**src/rtl/instr_fetch_unit_pkg.sv**
```systemverilog
// Shared types for the fetch stage: machine word, primary opcodes and the fetch FSM encoding.
package instr_fetch_unit_pkg;

  typedef logic [31:0] word_t;

  typedef enum logic [5:0] {
    OP_RTYPE = 6'h00,
    OP_J     = 6'h02,
    OP_JAL   = 6'h03,
    OP_BEQ   = 6'h04,
    OP_BNE   = 6'h05,
    HALT     = 6'h3F
  } opcode_t;

  typedef enum logic [1:0] {RUN, HALT_PEND, HALTED} fetch_state_t;

  localparam word_t WBYTES = 32'd4;

  function automatic logic is_halt(input word_t w);
    return w[31:26] == HALT;
  endfunction

endpackage

```
**src/rtl/instr_fetch_unit_if.sv**
```systemverilog
// Fetch-stage bus: imem request/response on one side, decode handshake and redirect on the other.
interface instr_fetch_unit_if;
  import instr_fetch_unit_pkg::*;

  logic  ihit;
  word_t iload;
  logic  iren;
  word_t iaddr;
  logic  stall;
  logic  redirect;
  word_t redirect_pc;
  word_t instr;
  logic  instr_valid;
  word_t instr_pc;
  word_t npc;
  logic  halt;

  modport master (
    input  ihit, iload, stall, redirect, redirect_pc,
    output iren, iaddr, instr, instr_valid, instr_pc, npc, halt
  );

  modport slave (
    output ihit, iload, stall, redirect, redirect_pc,
    input  iren, iaddr, instr, instr_valid, instr_pc, npc, halt
  );

endinterface

```
**src/rtl/instr_fetch_unit.sv**
```systemverilog
// Instruction fetch: owns the PC, requests imem words, holds one instruction for decode,
// applies decode redirects and parks itself after a consumed HALT.
module instr_fetch_unit
  import instr_fetch_unit_pkg::*;
#(
  parameter word_t PC_INIT = 32'h0000_0000
) (
  input logic              CLK,
  input logic              RST,
  instr_fetch_unit_if.master bus
);

  fetch_state_t state;
  word_t        pc;
  word_t        instr_q;
  word_t        instr_pc_q;
  logic         valid_q;
  logic         halt_q;

  logic consume;
  logic accept;

  // NOTE: every always_comb output is assigned on every path, so no latch can be inferred.
  always_comb begin
    consume  = valid_q & ~bus.stall;
    bus.iren = (state == RUN) & ~RST & (~valid_q | consume);
    accept   = bus.iren & bus.ihit & ~bus.redirect;
  end

  assign bus.iaddr       = pc;
  assign bus.instr       = instr_q;
  assign bus.instr_valid = valid_q;
  assign bus.instr_pc    = instr_pc_q;
  assign bus.npc         = instr_pc_q + WBYTES;
  assign bus.halt        = halt_q;

  // NOTE: state is written only with non-blocking assignments so every register samples
  // the pre-edge values of its neighbours.
  always_ff @(posedge CLK) begin
    if (RST) begin
      state      <= RUN;
      pc         <= PC_INIT;
      instr_q    <= '0;
      instr_pc_q <= '0;
      valid_q    <= 1'b0;
      halt_q     <= 1'b0;
    end else begin
      case (state)
        RUN: begin
          // Redirect beats both a coincident imem hit and a decode stall.
          if (bus.redirect) begin
            pc      <= bus.redirect_pc & ~(WBYTES - 32'd1);
            valid_q <= 1'b0;
          end else if (accept) begin
            instr_q    <= bus.iload;
            instr_pc_q <= pc;
            valid_q    <= 1'b1;
            pc         <= pc + WBYTES;
            if (is_halt(bus.iload)) state <= HALT_PEND;
          end else if (consume) begin
            valid_q <= 1'b0;
          end
        end

        HALT_PEND: begin
          if (bus.redirect) begin
            pc      <= bus.redirect_pc & ~(WBYTES - 32'd1);
            valid_q <= 1'b0;
            state   <= RUN;
          end else if (consume) begin
            valid_q <= 1'b0;
            halt_q  <= 1'b1;
            state   <= HALTED;
          end
        end

        HALTED: ;

        default: state <= HALTED;
      endcase
    end
  end

endmodule

```
**src/flat_wrapper.sv**
```systemverilog
// flat-port wrapper written by rule: the top's interface ports become plain ports
module instr_fetch_unit_flat import instr_fetch_unit_pkg::*;
#(
  parameter word_t PC_INIT = 32'h0000_0000
)
  (CLK, RST, bus_ihit, bus_iload, bus_stall, bus_redirect, bus_redirect_pc, bus_iren, bus_iaddr, bus_instr, bus_instr_valid, bus_instr_pc, bus_npc, bus_halt);
  instr_fetch_unit_if bus_i ();
  input logic CLK;
  input logic RST;
  input wire logic [$bits(bus_i.ihit)-1:0] bus_ihit;
  input wire logic [$bits(bus_i.iload)-1:0] bus_iload;
  input wire logic [$bits(bus_i.stall)-1:0] bus_stall;
  input wire logic [$bits(bus_i.redirect)-1:0] bus_redirect;
  input wire logic [$bits(bus_i.redirect_pc)-1:0] bus_redirect_pc;
  output wire logic [$bits(bus_i.iren)-1:0] bus_iren;
  output wire logic [$bits(bus_i.iaddr)-1:0] bus_iaddr;
  output wire logic [$bits(bus_i.instr)-1:0] bus_instr;
  output wire logic [$bits(bus_i.instr_valid)-1:0] bus_instr_valid;
  output wire logic [$bits(bus_i.instr_pc)-1:0] bus_instr_pc;
  output wire logic [$bits(bus_i.npc)-1:0] bus_npc;
  output wire logic [$bits(bus_i.halt)-1:0] bus_halt;
  assign bus_i.ihit = bus_ihit;
  assign bus_i.iload = bus_iload;
  assign bus_i.stall = bus_stall;
  assign bus_i.redirect = bus_redirect;
  assign bus_i.redirect_pc = bus_redirect_pc;
  assign bus_iren = bus_i.iren;
  assign bus_iaddr = bus_i.iaddr;
  assign bus_instr = bus_i.instr;
  assign bus_instr_valid = bus_i.instr_valid;
  assign bus_instr_pc = bus_i.instr_pc;
  assign bus_npc = bus_i.npc;
  assign bus_halt = bus_i.halt;
  instr_fetch_unit #(.PC_INIT(PC_INIT)) u_core (.CLK(CLK), .RST(RST), .bus(bus_i));
endmodule
```
**config.mk**
```make
export PLATFORM = sky130hd
export DESIGN_NAME = instr_fetch_unit_flat
export DESIGN_NICKNAME = d
export VERILOG_FILES = /design/src/rtl/instr_fetch_unit_pkg.sv /design/src/rtl/instr_fetch_unit_if.sv /design/src/rtl/instr_fetch_unit.sv /design/src/flat_wrapper.sv
export SDC_FILE = /design/constraint.sdc
export NUM_CORES = 1
export LEC_CHECK = 0
export CORE_UTILIZATION = 45
export DETAILED_ROUTE_END_ITERATION = 8
export DONT_BUFFER_PORTS = 1
export PLACE_DENSITY = 0.68
export SETUP_SLACK_MARGIN = 0.02
export SYNTH_ARGS = -nofsm -noshare
export SYNTH_HDL_FRONTEND = slang
export SYNTH_SLANG_ARGS = --single-unit
```
**constraint.sdc**
```tcl
create_clock -name CLK -period 2.9 [get_ports CLK]
set_clock_uncertainty 0.2 [all_clocks]
set_input_delay 0.145 -clock CLK [delete_from_list [all_inputs] [get_ports CLK]]
set_output_delay 0.145 -clock CLK [all_outputs]
set_load 0.005 [all_outputs]
```
# ---- Word-level counts from Yosys, hierarchy flattened
# Index checks and enable logic that the tools add are counted.
dict set report op_classes {
  n_eq_ne 9
  n_reduce_logical 6
  n_mux 15
  n_bitwise 11
  addsub 2
}
# cell count
set op_table {}
lappend op_table {{$mux W32} 3}
lappend op_table {{$add A32 B3 Y32 const B} 2}
lappend op_table {{$pmux W32 S2} 1}
lappend op_table {{$mux W2} 5}
lappend op_table {{$reduce_and A3 Y1} 3}
lappend op_table {{$eq A6 B6 Y1 const B} 1}
lappend op_table {{$ne A2 B2 Y1 const B} 3}
lappend op_table {{$ne A3 B2 Y1 const B} 2}
lappend op_table {{$pmux W2 S3} 1}
lappend op_table {{$and A1 B1 Y1} 5}
lappend op_table {{$not A1 Y1} 5}
lappend op_table {{$reduce_and A5 Y1} 1}
lappend op_table {{$mux W1} 4}
lappend op_table {{$eq A2 B1 Y1 const B} 1}
lappend op_table {{$eq A2 B2 Y1 const B} 1}
lappend op_table {{$logic_not A2 Y1} 1}
lappend op_table {{$ne A2 B1 Y1 const B} 1}
lappend op_table {{$pmux W1 S2} 1}
lappend op_table {{$reduce_bool A2 Y1} 1}
lappend op_table {{$or A1 B1 Y1} 1}
dict set report totals {
  inputBits 69
  register_bits 100
  wordCells 49
  out_inout_bits 131
}

# ---- Depth between registers and ports, before layout
# Gate-level depths: netlist of the first run.
dict set report logic_depth {
  depth_word 9
  depth_mapped 8
  depth_no_buf 6
}

# ---- Worst setup path before layout of the first run
# No wires, ideal clock.
dict set report synth_path {
  path_type {register -> register}
  start {register u_core.pc[2] (netlist: u_core.bus.iaddr[2])}
  end {register u_core.pc[26] (netlist: u_core.bus.iaddr[26])}
  setup_time_ps 77
  n_path_buf 0
  t_required_ps 2623
  stages_incl_launch_ff 7
  t_arrival_ps 1978
  synth_period_minus_slack_ps 2255
  setup_slack_ps 645
  path_cell_list {dfxtp_1 ha_1 nand4_1 nor4_4 nand2_1 or4_1 a41oi_2}
}
dict set report synth_via {
  elab_chain_cells 4
}
# item line
set synth_rtl {}
lappend synth_rtl {{start, declared} instr_fetch_unit.sv:14} ;# word_t pc;
lappend synth_rtl {{start signal, assigned} instr_fetch_unit.sv:52} ;# pc <= bus.redirect_pc & ~(WBYTES - 32'd1);
lappend synth_rtl {{start signal, assigned} instr_fetch_unit.sv:58} ;# pc <= pc + WBYTES;
lappend synth_rtl {{start signal, assigned} instr_fetch_unit.sv:67} ;# pc <= bus.redirect_pc & ~(WBYTES - 32'd1);
lappend synth_rtl {{$add A32 B3 Y32} instr_fetch_unit.sv:58}
lappend synth_rtl {{$mux W32} instr_fetch_unit.sv:54} ;# end else if (accept) begin
lappend synth_rtl {{$mux W32} instr_fetch_unit.sv:51} ;# if (bus.redirect) begin
lappend synth_rtl {{$pmux W32 S2} instr_fetch_unit.sv:48} ;# case (state)
# No other way between the ends. The select of a mux whose other input is x is not followed.
# A chain may end at the register's enable or synchronous reset.

# ---- Worst setup path in the final report of the first run
dict set report layout_path {
  start {register u_core.state[1]}
  end {register u_core.pc[5] (netlist: u_core.bus.iaddr[5])}
}
dict set report layout_via {
  elab_chain_cells 7
  word_cells_on_any_way 11
  classes_between {eq/ne (3); mux (1); bitwise (4); reduce/logical (3)}
}
# item line
set layout_rtl {}
lappend layout_rtl {{start, declared} instr_fetch_unit.sv:13} ;# fetch_state_t state;
lappend layout_rtl {{start signal, assigned} instr_fetch_unit.sv:41} ;# state <= RUN;
lappend layout_rtl {{start signal, assigned} instr_fetch_unit.sv:59} ;# if (is_halt(bus.iload)) state <= HALT_PEND;
lappend layout_rtl {{start signal, assigned} instr_fetch_unit.sv:69} ;# state <= RUN;
lappend layout_rtl {{$logic_not A2 Y1} {instr_fetch_unit.sv:26, instr_fetch_unit.sv:48}}
lappend layout_rtl {{$and A1 B1 Y1 (2 in series)} instr_fetch_unit.sv:26} ;# bus.iren = (state == RUN) & ~RST & (~valid_q | consume);
lappend layout_rtl {{$and A1 B1 Y1 (2 in series)} instr_fetch_unit.sv:27} ;# accept = bus.iren & bus.ihit & ~bus.redirect;
lappend layout_rtl {{$ne A3 B2 Y1 (no line)} -}
lappend layout_rtl {{$reduce_and A3 Y1 (no line)} -}
# Several ways; a longest one is shown, not always the timed one.

==> summary.md, run 1 <==
| Metric | Value |
|---|---|
| FILL cells | 918 |
| CTS sink cnt | 96 |
| Worst endpoint data arrival time | 2820 ps |
| Compound-Gate Fraction of Synth Area | 19.7% |
| Clock Latency Late Sink | 370 ps |
| Met2 WL | 7400 microns |
| Hold slack | 38.8 ps |
| Cts bufs inserted | 9 |
| Depth of the worst register-to-register path | 7 |
| Post-synthesis mux area share | 0.670% |
| Critical path required time | 3020 ps |
| Final setup viols | 0 |
| CP Class | register to register |
| Slew @ Worst Pin | 571 ps |
| Grt total ovfl | 0 |
| P&R area growth vs syn | 25.9% |
| Setup TNS Final | 0 ps |
| RSZ-0062 raised after global routing | no |
| First-pass GRT wire length | 24000 microns |
| Worst stage delay on the critical path | 560 ps |
| Met3 Wirelength | 1170 microns |
| Post-synth top area share | 39.6% |
| Critical Path Fanout Max | 10 |
| Die ar. | 0.0112 sq mm |
| Post-route DRC | 0 |
| CTS tree | built |
| Primary FF master, synth | dfxtp_1 |
| CP Launch Type | register |
| Routability congestion estimate | 0.828 |
| Initial antenna violation count | 0 |
| Max-slew violations | 0 |
| Number of global-route vias before repair | 4748 |
| Post-layout min period | 2700 ps |
| Post-synthesis adder-cell area fraction | 0.515% |
| GRT Overall Usage | 26.9% |
| Total Wirelength | 15200 microns |
| Pwr/cell area | 450 mW/mm^2 |
| Top layer in use | met4 |
| Count leader, synth | nand2_1 |
| Share of flip-flops with an asynchronous set or reset | 0% |
| Starting Density | 46.6% |
| Largest net degree at the start of global routing | 99 |
| CP endpoint kind | register |
| CP max-delay cell | dlygate4sd3_1 |
| Worst path bufs/invs | 2 |
| Clk buf depth | 2 |
| Crit-path cells | nand2b_1 > a21boi_2 > buf_4 > a21o_1 > nand2_1 > a21oi_1 > dlygate4sd3_1 |
| Total power | 2.76 mW |
| Cell family with most CP delay | buffers and inverters |
| Antenna Cells | 0 |
| Mapped Avg Cell Area | 7.45 sq um |
| Flops & latches, synth | 96 |
| Hold WC Path Type | primary input to register |
| Top post-synthesis cells by area | dfxtp_1 (40%), nand2_1 (13%), a21oi_1 (8.6%) |
| Vias/cell | 5.85 |
| Rel. slew slack | 62.0% |
| Synth Cell Area | 0.00486 sq mm |
| Synth warn | 0 |
| I/O Pins | 200 |
| Setup WS pre-CTS | 378 ps |
| Max-Cap Viols | 0 |
| Leading area contributor after synthesis | dfxtp_1 |
| Die outline width | 106 microns |
| H-tree levels | 3 |
| Fin crit share | 93.0% |
| Post-synthesis sequential area ratio | 39.6% |
| EDFF count, synth | 0 |
| Root Buffer Master | clkbuf_8 |
| Final Hold Fails | 0 |
| R2R Setup Slk | 200 ps |
| Simple logic cell fraction of the synthesized area | 29.1% |
| Metal-1 WL | 6320 microns |
| Vias | 5056 |
| Remaining antenna violation count | 0 |
| Lkg Pwr | 2.18 nW |
| Fmax | 0.371 GHz |
| Initial drt markers | 487 |
| Area share of xor/xnor cells in the synthesized design | 5.05% |
| Post-Synthesis Cells | 652 |
| Routed len/inst | 17.6 microns |
| Core footprint | 0.0104 sq mm |
| Share of layout cells above drive strength 1 | 7.14% |
| Hpwl dp | 9840 microns |
| IO buf count | 0 |
| Worst setup margin | 202 ps |
| Largest family of logic cells by synthesized area | simple AND/OR/NAND/NOR gates |
| Die H | 106 microns |
| Peak VDD IR | 0.383 mV |
| Post-synth cell types | 58 |
| Final Net Count | 794 |
| Worst-path clk slew | 90 ps |
| Status | complete, no violations |
| Site Rows | 37 |
| Drt first pass iters | 5 |
| Crit path depth | 7 |
| Leading cell types by count after synthesis | nand2_1 (170), dfxtp_1 (96), a21oi_1 (83) |
| WHS Path Cells | 4 |
-- path summary, 6_finish.rpt --
path,from,end
setup / recovery,u_core.state[1]$_SDFFE_PP0P_,u_core.bus.iaddr[5]$_SDFFE_PP0P_
setup reg to reg,u_core.state[1]$_SDFFE_PP0P_,u_core.bus.iaddr[5]$_SDFFE_PP0P_
hold reg to reg,u_core.bus.instr[31]$_SDFFE_PP0P_,u_core.bus.instr[31]$_SDFFE_PP0P_
hold / removal,bus_ihit,u_core.bus.instr_pc[4]$_SDFFE_PP0P_
-- where the power goes --
group	leakage (nW)	switching (mW)	total, mW	internal [mW]
logic	1.29	0.184	0.344	0.160
registers	0.781	0.0726	1.44	1.36
clock network	0.112	0.470	0.975	0.505
-- metrics by stage --
step                area, sq um  util, %  cells
floorplan                  4880        -    657
global placement           4980     47.8    760
detailed placement         4980     47.8    760
CTS                        6080     58.4    863
global route               6120     58.7    864
finish                     6120     58.7    864
-- logic make-up after synthesis --
logic type                 count (synthesis)
and+or+nand+nor                          305
AOI/OAI and AO/OA                        157
adders and majority gates                  2
muxes                                      3
buffers and inverters                     60
xor gates and xnor gates                  28
other                                      1
DFF                                       96
-- what timing repair did --
item / 4_1_cts / 5_1_grt
buffers inserted: 0 / 1
endpoints found under the setup margin: 0 / 16
endpoints found under the hold margin: 96 / 0
hold buffers: 87 / 0
resized for setup: 0 / 6
-- per-layer routing --
metal  up-vias  GRT usage [%]
met3        31           7.54
met1      2370           33.5
li1       2420              -
met2       235           44.8
met5         -              0
met4         0           8.63
-- layout make-up --
class	count	area, sq um	share of cell area (%)
clock buffers	10	138	2.25
clock inverters	6	82.6	1.35
inverters	7	26.3	0.430
multi-input cells	501	2730	44.6
flip-flops and latches	96	1920	31.4
well taps	136	170	2.78
repair buffers	108	1050	17.1
-- sequential cells by signal, indices dropped and copies added (netlist names) --
| register | flops |
|---|---|
| u_core.bus.instr | 32 |
| u_core.bus.iaddr | 30 |
| u_core.bus.instr_pc | 30 |
| u_core.state | 2 |
| u_core.bus.halt | 1 |
| u_core.bus.instr_valid | 1 |
-- worst register-to-register path: cells and delay by family, from the launching register on --
family / cells / cell delay [ps]
and+or+nand+nor: 2 / 390
AOI/OAI and AO/OA: 3 / 750
DFF: 1 / 470
buffers and inverters: 2 / 840
-- layout by cell type, fill, tap and decap left out, types with 7 or more instances in the layout --
cell type      instances
nand2_1              170
dfxtp_1               96
dlygate4sd3_1         85
a21oi_1               83
nand3_1               28
nor2_1                28
xnor2_1               21
buf_4                 21
o21ai_0               20
nand4_1               19
and3_1                11
clkbuf_8              10
and4_1                 9
nor3_1                 9
a31oi_1                8
inv_1                  7
xor2_1                 7
Power figures use the tool's default switching activity.
==> run 2, diff against run 1 <==
--- a/config.mk
+++ b/config.mk
@@ -5,10 +5,11 @@
 export SDC_FILE = /design/constraint.sdc
 export NUM_CORES = 1
 export LEC_CHECK = 0
+export ABC_AREA = 1
 export CORE_UTILIZATION = 45
 export DETAILED_ROUTE_END_ITERATION = 8
 export DONT_BUFFER_PORTS = 1
-export PLACE_DENSITY = 0.68
+export PLACE_DENSITY_LB_ADDON = 0.2
 export SETUP_SLACK_MARGIN = 0.02
 export SYNTH_ARGS = -nofsm -noshare
 export SYNTH_HDL_FRONTEND = slang
==> summary.md, run 2 <==
| Metric | Value |
|---|---|
| Worst setup margin | 329 ps (was 202 ps) |
| H-tree levels | 3 (unchanged) |
| First-pass GRT wire length | 26800 microns (was 24000 microns) |
| Share of flip-flops with an asynchronous set or reset | 0% (unchanged) |
| Leading cell types by count after synthesis | nor2_1 (166), nand2_1 (155), dfxtp_1 (96) (was nand2_1 (170), dfxtp_1 (96), a21oi_1 (83)) |
| Crit-path cells | inv_1 > nand3b_2 > nor2_4 > nand2_2 > nand2_2 > inv_4 > nor2_1 > nand2_1 > a21oi_1 > dlygate4sd3_1 (was nand2b_1 > a21boi_2 > buf_4 > a21o_1 > nand2_1 > a21oi_1 > dlygate4sd3_1) |
| CP Launch Type | register (unchanged) |
| Leading area contributor after synthesis | dfxtp_1 (unchanged) |
| Core footprint | 0.0115 sq mm (was 0.0104 sq mm) |
| Total Wirelength | 16600 microns (was 15200 microns) |
| Worst-path clk slew | 80 ps (was 90 ps) |
| Worst endpoint data arrival time | 2680 ps (was 2820 ps) |
| Post-route DRC | 0 (unchanged) |
| CP max-delay cell | dlygate4sd3_1 (unchanged) |
| Post-synth cell types | 38 (was 58) |
| Postcts setup bufs | 0 (unchanged) |
| Initial antenna violation count | 0 (unchanged) |
| Synth warn | 0 (unchanged) |
| Fin crit share | 88.7% (was 93.0%) |
| Die H | 111 microns (was 106 microns) |
| Highest-count cells in the layout ignoring fill and taps | nor2_1 (166), nand2_1 (155), dfxtp_1 (96), o21ai_0 (77), dlygate4sd3_1 (67) (was nand2_1 (170), dfxtp_1 (96), dlygate4sd3_1 (85), a21oi_1 (83)) |
| CP most frequent cell | nand2_2 |
| Critical Path Fanout Max | 38 (was 10) |
| Share of layout cells above drive strength 1 | 6.81% (was 7.14%) |
| Antenna Cells | 0 (unchanged) |
| Max FFs per register | 32 (unchanged) |
| Post-synth top area share | 36.1% (was 39.6%) |
| Remaining antenna violation count | 0 (unchanged) |
| Die ar. | 0.0123 sq mm (was 0.0112 sq mm) |
| Rel. slew slack | 35.6% (was 62.0%) |
| Site Rows | 39 (was 37) |
| Hold slack | 81.9 ps (was 38.8 ps) |
| IO buf count | 0 (unchanged) |
| Drt first pass iters | 6 (was 5) |
| Max-slew violations | 0 (unchanged) |
| Starting Density | 46.4% (was 46.6%) |
| Max-Cap Viols | 0 (unchanged) |
| Vias | 5511 (was 5056) |
| Cts bufs inserted | 9 (unchanged) |
| Top post-synthesis cells by area | dfxtp_1 (36%), nor2_1 (12%), nand2_1 (11%) (was dfxtp_1 (40%), nand2_1 (13%), a21oi_1 (8.6%)) |
| Root Buffer Master | clkbuf_16 (was clkbuf_8) |
| Largest net degree at the start of global routing | 76 (was 99) |
| Die outline width | 111 microns (was 106 microns) |
| Count leader, synth | nor2_1 (was nand2_1) |
| Grt total ovfl | 0 (unchanged) |
| Depth of the worst register-to-register path | 10 (was 7) |
| Initial drt markers | 539 (was 487) |
| Critical path required time | 3010 ps (was 3020 ps) |
| CP Class | register to register (unchanged) |
| Clk buf depth | 2 (unchanged) |
| Flops & latches, synth | 96 (unchanged) |
| Number of global-route vias before repair | 5199 (was 4748) |
| GRT Overall Usage | 27.2% (was 26.9%) |
| Vias/cell | 5.46 (was 5.85) |
| Worst R2R End | u_core.bus.iaddr[18]$_SDFFE_PP0P_ (was u_core.bus.iaddr[5]$_SDFFE_PP0P_) |
| Post-synthesis sequential area ratio | 36.1% (was 39.6%) |
| Fmax | 0.389 GHz (was 0.371 GHz) |
| Final Net Count | 933 (was 794) |
| Status | complete, no violations (unchanged) |
| Worst stage delay on the critical path | 570 ps (was 560 ps) |
| Pwr/cell area | 504 mW/mm^2 (was 450 mW/mm^2) |
| Finished Core Util | 55.3% (was 58.7%) |
| R2R Setup Slk | 330 ps (was 200 ps) |
| Hpwl dp | 11800 microns (was 9840 microns) |
| RSZ-0062 raised after global routing | no (unchanged) |
| CTS sink cnt | 96 (unchanged) |
| Peak VDD IR | 0.313 mV (was 0.383 mV) |
| Post-layout min period | 2570 ps (was 2700 ps) |
| Post-Synthesis Cells | 815 (was 652) |
| Routability congestion estimate | 0.993 (was 0.828) |
| Routed len/inst | 16.5 microns (was 17.6 microns) |
| CP endpoint kind | register (unchanged) |
| Lkg Pwr | 2.36 nW (was 2.18 nW) |
| Crit path from | u_core.state[1]$_SDFFE_PP0P_ (unchanged) |
| Most common cell after layout, fill and taps aside | nor2_1 (was nand2_1) |
| CTS tree | built (unchanged) |
| Reg2reg start | u_core.state[1]$_SDFFE_PP0P_ (unchanged) |
| Mapped Avg Cell Area | 6.53 sq um (was 7.45 sq um) |
| Setup TNS Final | 0 ps (unchanged) |
| Worst Setup EP | u_core.bus.iaddr[18]$_SDFFE_PP0P_ (was u_core.bus.iaddr[5]$_SDFFE_PP0P_) |
| Final setup viols | 0 (unchanged) |
| Final Hold Fails | 0 (unchanged) |
| Synth Cell Area | 0.00532 sq mm (was 0.00486 sq mm) |
| Slew @ Worst Pin | 963 ps (was 571 ps) |
| Total power | 3.19 mW (was 2.76 mW) |
| Primary FF master, synth | dfxtp_1 (unchanged) |
| Setup WS pre-CTS | 746 ps (was 378 ps) |
| P&R area growth vs syn | 19.1% (was 25.9%) |
| Clock Latency Late Sink | 360 ps (was 370 ps) |
| I/O Pins | 200 (unchanged) |
| EDFF count, synth | 0 (unchanged) |
| Hold WC Path Type | primary input to register (unchanged) |
## run 2: cell count changes in the layout (fill, tap and decap cells not counted), moves of 18 or more
| cell | before | now |
|---|---|---|
| nor2_1 | 28 | 166 |
| nand3_1 | 28 | 49 |
| a21oi_1 | 83 | 59 |
| dlygate4sd3_1 | 85 | 67 |
| o21ai_0 | 20 | 77 |
| inv_1 | 7 | 55 |
## run 2: per-stage QoR
| stage | area (sq um) | cells |
|---|---|---|
| floorplan | 5340 | 820 |
| detailed placement | 5340 | 927 |
| CTS | 6330 | 1010 |
| global route | 6340 | 1010 |
| finish | 6340 | 1010 |
| global placement | 5340 | 927 |
## run 2: worst max-delay path: cells and delay by family, from the launching register on
family | cells | cell delay, ps
flops | 1 | 310
buf+inv | 3 | 970
simple gates | 6 | 910
compound gates | 1 | 130
## run 2: worst min-delay path by stage
| stage | start | endpoint | cells after the start |
|---|---|---|---|
| floorplan | bus_iload[27] | u_core.bus.instr[27]$_SDFFE_PP0P_ | 2 |
| global placement | RST | u_core.bus.iaddr[28]$_SDFFE_PP0P_ | 1 |
| detailed placement | RST | u_core.bus.iaddr[28]$_SDFFE_PP0P_ | 1 |
| CTS | bus_ihit | u_core.bus.instr_pc[10]$_SDFFE_PP0P_ | 3 |
| global route | bus_ihit | u_core.bus.instr_pc[4]$_SDFFE_PP0P_ | 3 |
| finish | bus_ihit | u_core.bus.instr_pc[10]$_SDFFE_PP0P_ | 3 |
## run 2: cell families (layout without fill, tap and decap cells)
logic type / after synthesis / count (layout) / synth area share, %
fa+ha+maj: 2 / 2 / 0.470
xor+xnor: 28 / 28 / 4.61
flops: 96 / 96 / 36.1
compound gates: 157 / 157 / 15.3
simple gates: 428 / 428 / 34.8
buf+inv: 103 / 150 / 8.70
other cells: 1 / 6 / 0.0705
## run 2: timing repair
action,4_1_cts,5_1_grt
endpoints found under the setup margin,0,1
endpoints found under the hold margin,66,0
resized for setup,0,2
hold buffers,67,0
## run 2: where the power goes
part / switching (mW) / internal [mW] / total (mW)
Clock: 0.585 / 0.696 / 1.28
Sequential: 0.138 / 1.40 / 1.53
Combinational: 0.212 / 0.164 / 0.376
## run 2: area by class of cell
| type | count | area, sq um |
|---|---|---|
| Fill cell | 1127 | 5130 |
| Multi-Input combinational cell | 621 | 2960 |
| Sequential cell | 96 | 1920 |
| Timing Repair Buffer | 73 | 728 |
| Inverter | 61 | 231 |
| Clock buffer | 9 | 225 |
| Tap cell | 143 | 179 |
| Clock inverter | 7 | 95.1 |
## run 2: metal layers
layer / GRT usage [%] / wire [microns]
met3: 6.67 / 1630
met1: 34.2 / 6840
met4: 12.9 / 484
met5: 0 / 0
met2: 43.6 / 7690
